==> config.mk <==
export PLATFORM = sky130hd
export DESIGN_NAME = jt51_wr_seq
export DESIGN_NICKNAME = d
export VERILOG_FILES = /design/src/rtl/jt51_wr_seq.sv
export SDC_FILE = /design/constraint.sdc
export NUM_CORES = 1
export LEC_CHECK = 0
export ABC_CLOCK_PERIOD_IN_PS = 3300
export BUFFER_PORTS_ARGS = -buffer_cell sky130_fd_sc_hd__buf_2
export CAP_MARGIN = 30
export CORE_UTILIZATION = 45
export DETAILED_ROUTE_END_ITERATION = 6
export GPL_ROUTABILITY_DRIVEN = 0
export PLACE_DENSITY_LB_ADDON = 0.05
export SETUP_SLACK_MARGIN = 0.2
export SYNTH_ARGS = -nofsm -noshare
export SYNTH_HDL_FRONTEND = slang
export SYNTH_SLANG_ARGS = --single-unit
==> constraint.sdc <==
create_clock -name clk -period 3.3 [get_ports clk]
set_input_delay 0.495 -clock clk [delete_from_list [all_inputs] [get_ports clk]]
set_output_delay 0.495 -clock clk [all_outputs]
set_load 0.01 [all_outputs]
==> src/rtl/jt51_wr_seq.sv <==
`default_nettype none
// ============================================================================
// Module   : jt51_wr_seq
// Brief    : Queued YM2151 register-write sequencer (address strobe, gap,
//            data strobe, busy wait). Optional JT51_WRSEQ_ADDRSKIP_EN skips
//            the address phase when the chip already holds that address.
// Revision : 1.0  initial release
// ============================================================================
module jt51_wr_seq #(
  parameter int AW  = 2,
  parameter int PW  = 2,
  parameter int GAP = 2
) (
  input  logic          clk,
  input  logic          rst_n,
  input  logic          req_valid,
  input  logic [7:0]    req_addr,
  input  logic [7:0]    req_data,
  output logic          req_ready,
  output logic [AW:0]   pending,
  output logic [7:0]    dout,
  output logic          a0,
  output logic          write,
  input  logic          busy,
  output logic          done,
  output logic          idle
);

  localparam int          C_DEPTH    = 1 << AW;
  localparam logic [AW:0] C_FULL     = (AW+1)'(C_DEPTH);
  localparam logic [3:0]  C_PW_LOAD  = 4'(PW - 1);
  localparam logic [3:0]  C_GAP_LOAD = 4'(GAP - 1);

  typedef enum logic [2:0] {
    S_IDLE  = 3'd0,
    S_ADR   = 3'd1,
    S_AGAP  = 3'd2,
    S_DAT   = 3'd3,
    S_BWAIT = 3'd4
  } state_t;

  state_t        state_q, state_d;
  logic [3:0]    cnt_q, cnt_d;
  logic [AW-1:0] wr_ptr_q, wr_ptr_d;
  logic [AW-1:0] rd_ptr_q, rd_ptr_d;
  logic [AW:0]   count_q, count_d;
  logic [15:0]   mem_q [C_DEPTH];
  logic [15:0]   mem_d [C_DEPTH];
  logic [7:0]    work_data_q, work_data_d;
  logic [7:0]    dout_q, dout_d;
  logic          a0_q, a0_d;
`ifdef JT51_WRSEQ_ADDRSKIP_EN
  logic [7:0]    last_addr_q, last_addr_d;
  logic          last_vld_q, last_vld_d;
`endif

  logic        full;
  logic        push;
  logic        pop;
  logic [15:0] head;

  assign full      = (count_q == C_FULL);
  assign req_ready = ~full;
  assign pop       = (state_q == S_IDLE) && (count_q != '0);
  // A full FIFO still accepts a push in the cycle its head is popped.
  assign push      = req_valid && (!full || pop);
  assign head      = mem_q[rd_ptr_q];

  assign pending = count_q;
  assign dout    = dout_q;
  assign a0      = a0_q;
  assign write   = (state_q == S_ADR) || (state_q == S_DAT);
  assign idle    = (state_q == S_IDLE) && (count_q == '0);

  always_comb begin
    mem_d       = mem_q;
    wr_ptr_d    = wr_ptr_q;
    rd_ptr_d    = rd_ptr_q;
    count_d     = count_q;
    state_d     = state_q;
    cnt_d       = cnt_q;
    work_data_d = work_data_q;
    dout_d      = dout_q;
    a0_d        = a0_q;
    done        = 1'b0;
`ifdef JT51_WRSEQ_ADDRSKIP_EN
    last_addr_d = last_addr_q;
    last_vld_d  = last_vld_q;
`endif

    if (push) begin
      mem_d[wr_ptr_q] = {req_addr, req_data};
      wr_ptr_d        = wr_ptr_q + AW'(1);
    end
    if (pop) begin
      rd_ptr_d = rd_ptr_q + AW'(1);
    end
    if (push && !pop) begin
      count_d = count_q + (AW+1)'(1);
    end else if (pop && !push) begin
      count_d = count_q - (AW+1)'(1);
    end

    // The phase counter reloads on every state entry and only counts down to zero.
    case (state_q)
      S_IDLE: begin
        if (pop) begin
          work_data_d = head[7:0];
          state_d     = S_ADR;
          cnt_d       = C_PW_LOAD;
          dout_d      = head[15:8];
          a0_d        = 1'b0;
`ifdef JT51_WRSEQ_ADDRSKIP_EN
          last_addr_d = head[15:8];
          last_vld_d  = 1'b1;
          if (last_vld_q && (head[15:8] == last_addr_q)) begin
            state_d = S_DAT;
            dout_d  = head[7:0];
            a0_d    = 1'b1;
          end
`endif
        end
      end
      S_ADR: begin
        if (cnt_q == 4'd0) begin
          state_d = S_AGAP;
          cnt_d   = C_GAP_LOAD;
        end else begin
          cnt_d = cnt_q - 4'd1;
        end
      end
      S_AGAP: begin
        if (cnt_q == 4'd0) begin
          state_d = S_DAT;
          cnt_d   = C_PW_LOAD;
          dout_d  = work_data_q;
          a0_d    = 1'b1;
        end else begin
          cnt_d = cnt_q - 4'd1;
        end
      end
      S_DAT: begin
        if (cnt_q == 4'd0) begin
          state_d = S_BWAIT;
          cnt_d   = 4'd0;
        end else begin
          cnt_d = cnt_q - 4'd1;
        end
      end
      S_BWAIT: begin
        if (!busy) begin
          done    = 1'b1;
          state_d = S_IDLE;
        end
      end
      default: begin
        state_d = S_IDLE;
        cnt_d   = 4'd0;
      end
    endcase
  end

  always_ff @(posedge clk or negedge rst_n) begin
    if (!rst_n) begin
      state_q     <= S_IDLE;
      cnt_q       <= 4'd0;
      wr_ptr_q    <= '0;
      rd_ptr_q    <= '0;
      count_q     <= '0;
      work_data_q <= 8'd0;
      dout_q      <= 8'd0;
      a0_q        <= 1'b0;
    end else begin
      state_q     <= state_d;
      cnt_q       <= cnt_d;
      wr_ptr_q    <= wr_ptr_d;
      rd_ptr_q    <= rd_ptr_d;
      count_q     <= count_d;
      work_data_q <= work_data_d;
      dout_q      <= dout_d;
      a0_q        <= a0_d;
    end
  end

`ifdef JT51_WRSEQ_ADDRSKIP_EN
  always_ff @(posedge clk or negedge rst_n) begin
    if (!rst_n) begin
      last_addr_q <= 8'd0;
      last_vld_q  <= 1'b0;
    end else begin
      last_addr_q <= last_addr_d;
      last_vld_q  <= last_vld_d;
    end
  end
`endif

  // Storage needs no reset: emptiness is carried entirely by the pointers and count.
  always_ff @(posedge clk) begin
    mem_q <= mem_d;
  end

endmodule
`default_nettype wire

==> impl_metrics.toml, run 1 <==
[status]
status = "completed"

[worst_setup_path]
critPathKind = "flip-flop to flip-flop"
crit_fanout = 12
required_ns = 3.55
crit_path_start = "state_q[2]"
end_kind = "flip-flop"
critPathArrivalTime_ns = 2.72
setup.worst_path.start_class = "flip-flop"
rr_startpoint = "state_q[2]"

[sta]
hold_viol_final = 0
final.setup_skew_ns = 0.0116
whs_ns = 0.174
period_share = 0.750
setup_tns_ns = 0
rsz0062_at_grt = "no"
min_period_ns = 2.47
setup_viol = 0
tightestPinTransition_ns = 0.790
max_clock_freq_ghz = 0.404
slew_violations = 0
maxSlewHeadroom = 0.473

[cts]
ctsHoldBuffers = 0
clk_pin_slew_worst_paths_ns = 0.09
clock-sinks = 95
clk_latency_ns = 0.36
cts_made_buffers = 9
cts-root-buf = "clkbuf_8"
ctsResizeCount = 0
cts_tree = "done"
cts.path.max_buffers = 2
cts_max_level = 3
post-cts-setup-buffer-count = 0

[final_layout]
register_area_um2 = 2700
mostFrequentLayoutCells = "edfxtp_1, buf_2, dfrtp_1, nor2_1, mux4_2"
antenna_cells = 0
nets = 293
final_common_cell = "edfxtp_1"
utilization = 0.530
nFillCells = 681
multiInputGateArea_um2 = 1040
syn_to_final_growth_pct = 13.8
drive_gt1_frac = 0.310

[logic_synthesis]
ys_types = 41
synthMuxAreaShare = 0.123
synthArstFlopShare = 0.326
synth_edf_count = 64
syn_area_um2 = 3830
synth_top_family_by_area = "multiplexers"
syn_area_per_cell_um2 = 17.0
ys_seq_elements = 95
syn_inst = 225
yosys.area_share.simple = 0.0650
ys.flop_type = "edfxtp_1"
yosysWarnings = 0
synth-adder-area-share = 0.0248
synth_xor_area_frac = 0.0160
seq_area_frac_synth = 0.704
synth-compound-area-share = 0.0421
syn-num-nets = 252

[routing]
m1WireLength_mm = 3.01
totalWireLength_mm = 6.55
ant_nets = 0
first_pass_iters = 4
top_layer = "met4"
drc_errors = 0
met2WireLength_mm = 3.24
viasPerCell = 5.18
wire_per_inst_um = 17.4
initialDrtViolationCount = 93
wl_met3_um = 202
vias = 1946

[global_routing]
grt_max_degree = 32
grt_use_total = 0.165
grt_pass1_wl_mm = 10.4
grt_pass1_vias = 2003
grt_overflow = 0
antenna_found_initial = 0

[power]
power.total_mw = 4.12
p_per_area_nw_per_um2 = 945
p_leak_nw = 1.63
ir_drop_mv = 0.357

[floorplan]
core_area_um2 = 8220
rows = 33
die_w_um = 94.3
ios = 36
die_area_um2 = 8880
die_y_um = 94.3
initial_utilization = 0.466

[placement]
dp_hpwl_mm = 4.25
port_buffers = 35

[run]
max_cap_viol_count = 0

[min_path]
hold_path.class = "input port to async pin"
## Yosys cell counts, drive strengths merged, types with 2 or more instances
master | n | area (um^2)
xnor2 | 4 | 35.0
mux2 | 10 | 113
nand3 | 2 | 10.0
nand2b | 2 | 12.5
inv | 7 | 26.3
o22ai | 9 | 56.3
mux4 | 16 | 360
nand2 | 7 | 26.3
nor2 | 23 | 88.8
ha | 6 | 75.1
nor3b | 2 | 15.0
a21oi | 2 | 13.8
o21ai | 5 | 25.0
nor3 | 3 | 20.0
clkbuf | 2 | 7.51
or3 | 3 | 23.8
and2 | 5 | 31.3
xor2 | 3 | 26.3
edfxtp | 64 | 1920
dfrtp | 31 | 776
buf | 9 | 58.8
## state kept, by name (all words and copies together), names as in the netlist
| register | cells |
|---|---|
| pending | 3 |
| cnt_q | 4 |
| rd_ptr_q | 2 |
| mem_q | 64 |
| dout | 8 |
| state_q | 3 |
| work_data_q | 8 |
| a0 | 1 |
| wr_ptr_q | 2 |
## stage by stage
stage | cell area, um^2 | std cells | setup slack (ns)
after CTS | 4360 | 376 | 0.806
after global routing | 4360 | 376 | 0.624
after detailed placement | 4120 | 360 | 0.822
final | 4360 | 376 | 0.827
after floorplan | 3830 | 225 | 1.00
after global placement | 4120 | 360 | 0.861
## report_power, final
part	internal (mW)	switching, mW
clock network	0.504	0.399
registers	1.65	0.272
logic	0.655	0.640
total	2.81	1.31
## final timing paths
path | end | slack [ns] | depth (start not counted)
setup / recovery | pending[1] | 0.83 | 8
hold / removal | cnt_q[0] | 0.17 | 1
setup reg to reg | pending[1] | 0.83 | 8
hold reg to reg | work_data_q[7] | 0.50 | 1
max in group asynchronous | state_q[0] | 2.67 | 1
min in group clk | mem_q[28] | 0.35 | 1
## kinds of logic after synthesis
| group | count (synthesis) |
|---|---|
| DFF | 95 |
| and+or+nand+nor | 50 |
| muxes | 26 |
| AOI/OAI and AO/OA | 22 |
| buffers and inverters | 18 |
| xor gates and xnor gates | 7 |
| adders and majority gates | 7 |
## metal layers
layer | track usage | vias up
li1 | - | 929
met1 | 0.213 | 979
met5 | 0 | -
met3 | 0.0445 | 8
met2 | 0.269 | 30
met4 | 0.0577 | 0
## critical path, stage by stage, from the launching register on
cell and delay, ns:
dfrtp_1 0.52, or3_1 0.43, nor2_2 0.13, buf_4 0.20, inv_2 0.13, ha_1 0.22, inv_1 0.07, fa_1 0.40
mux2_2 0.26
## cell type report
class,count,area share
sequential,95,0.619
multi-input combinational,112,0.239
timing repair buffer,41,0.0505
tap,105,0.0301
clock buffer,9,0.0284
clock inverter,7,0.0273
inverter,7,0.00603
(Power assumes the default switching activity.)
==> run 2, diff against run 1 <==
--- a/config.mk
+++ b/config.mk
@@ -5,7 +5,7 @@
 export SDC_FILE = /design/constraint.sdc
 export NUM_CORES = 1
 export LEC_CHECK = 0
-export ABC_CLOCK_PERIOD_IN_PS = 3300
+export ABC_CLOCK_PERIOD_IN_PS = 2100
 export BUFFER_PORTS_ARGS = -buffer_cell sky130_fd_sc_hd__buf_2
 export CAP_MARGIN = 30
 export CORE_UTILIZATION = 45
==> constraint.sdc (replaced) <==
create_clock -name clk -period 2.1 [get_ports clk]
set_input_delay 0.315 -clock clk [delete_from_list [all_inputs] [get_ports clk]]
set_output_delay 0.315 -clock clk [all_outputs]
set_load 0.01 [all_outputs]
==> impl_metrics.toml, run 2 (synthesized netlist as in run 1, its figures left out) <==
[status]
status = "completed"

[cts]
cts_max_level = 3
cts.path.max_buffers = 2
clock-sinks = 95
ctsHoldBuffers = 0
cts_made_buffers = 9
cts-root-buf = "clkbuf_8"
clk_pin_slew_worst_paths_ns = 0.10
cts_tree = "done"
clk_latency_ns = 0.35

[global_routing]
grt_pass1_wl_mm = 10.9
grt_pass1_vias = 2089
antenna_found_initial = 0
grt_max_degree = 32
grt_overflow = 0
grt_use_total = 0.171

[sta]
rsz0062_at_grt = "yes"
setup_viol = 0
period_share = 0.942
hold_viol_final = 0
maxSlewHeadroom = 0.533
max_clock_freq_ghz = 0.505
tightestPinTransition_ns = 0.701
min_period_ns = 1.98
slew_violations = 0
final.setup_skew_ns = 0.0115

[placement]
dp_cells = 370
port_buffers = 35
dp_hpwl_mm = 4.48

[final_layout]
syn_to_final_growth_pct = 20.0
antenna_cells = 0
nets = 311
regMostFlops = "mem_q"
mostFrequentLayoutCells = "edfxtp_1, buf_2, dfrtp_1, nor2_1, buf_4"
stdcell_count = 394
final_common_cell = "edfxtp_1"
largest_reg_flops = 64
drive_gt1_frac = 0.394

[power]
swShare = 0.323
power_frac_seq = 0.427
p_leak_nw = 1.73
ir_drop_mv = 0.689
p_per_area_nw_per_um2 = 1500
combPwrFrac = 0.379
p_int_mw = 4.67
clkPwrFrac = 0.193
p_sw_mw = 2.23
power.total_mw = 6.90

[routing]
totalWireLength_mm = 6.83
initialDrtViolationCount = 99
first_pass_iters = 4
ant_nets = 0
vias = 2058
wire_per_inst_um = 17.3
viasPerCell = 5.22
drc_errors = 0

[run]
max_cap_viol_count = 0

[worst_setup_path]
critPathKind = "flip-flop to flip-flop"
required_ns = 2.34
end_kind = "flip-flop"
reg2reg_to = "pending[1]"
crit_fanout = 3
regToRegSetupSlack_ns = 0.12
rr_startpoint = "state_q[2]"
ff2ff_path_depth = 7
crit_path_start = "state_q[2]"
setup.worst_path.start_class = "flip-flop"
critPathArrivalTime_ns = 2.22

[floorplan]
initial_utilization = 0.466
rows = 33
die_w_um = 94.3
core_area_um2 = 8220
die_area_um2 = 8880
ios = 36
die_y_um = 94.3

[min_path]
hold_path.class = "input port to async pin"
-- run 2: power by group through the flow --
stage / Clock (mW) / Sequential, mW / Combinational [mW]
final: 1.34 / 2.95 / 2.62
after global routing: 1.46 / 3.02 / 2.89
after CTS: 1.37 / 2.95 / 2.48
after detailed placement: 0 / 2.99 / 2.44
after global placement: 0 / 2.99 / 2.41
after floorplan: 0 / 2.89 / 1.74
-- run 2: worst max path at each step --
stage | end | slack, ns
global placement | pending[2] | 0.16
finish | pending[1] | 0.12
CTS | pending[1] | 0.11
detailed placement | pending[1] | 0.12
floorplan | pending[1] | -0.01
global route | pending[1] | 0.06
-- run 2: cell type report --
class                           count  area (um^2)
Clock buffer                       10          128
Clock inverter                      6         97.6
Fill cell                         653         3620
Inverter                            7         26.3
Multi-Input combinational cell    113         1100
Sequential cell                    95         2700
Tap cell                          105          131
Timing Repair Buffer               58          410
-- run 2: worst max-delay path: stages (launching register included) --
cell and delay (ns):
dfrtp_1 0.41, or3_4 0.41, nor2_4 0.10, inv_2 0.06, ha_4 0.16, inv_2 0.04, fa_1 0.41, mux2_4 0.28
-- run 2: what timing repair did --
item	4_1_cts	5_1_grt
setup buffers	2	5
setup endpoints to repair	8	12
gates resized for setup	0	10
gates cloned	0	1
pin swaps	2	4
-- run 2: through the flow --
step | setup TNS, ns | cell area (um^2) | util | setup WS, ns | hold slack [ns]
floorplan | -0.0103 | 3880 | - | -0.0103 | 0.0194
global placement | 0 | 4270 | 0.520 | 0.162 | 0.414
detailed placement | 0 | 4270 | 0.520 | 0.123 | 0.409
CTS | 0 | 4510 | 0.549 | 0.114 | 0.0122
global route | 0 | 4600 | 0.559 | 0.0607 | 0.0372
finish | 0 | 4600 | 0.559 | 0.121 | 0.00242
-- run 2: routing by layer --
metal | global-route usage | vias to the layer above | routed length, um
met2 | 0.301 | 45 | 3650
met1 | 0.203 | 1039 | 2870
met3 | 0.0502 | 7 | 240
met5 | 0 | - | 0
met4 | 0.0487 | 0 | 67
li1 | - | 967 | -
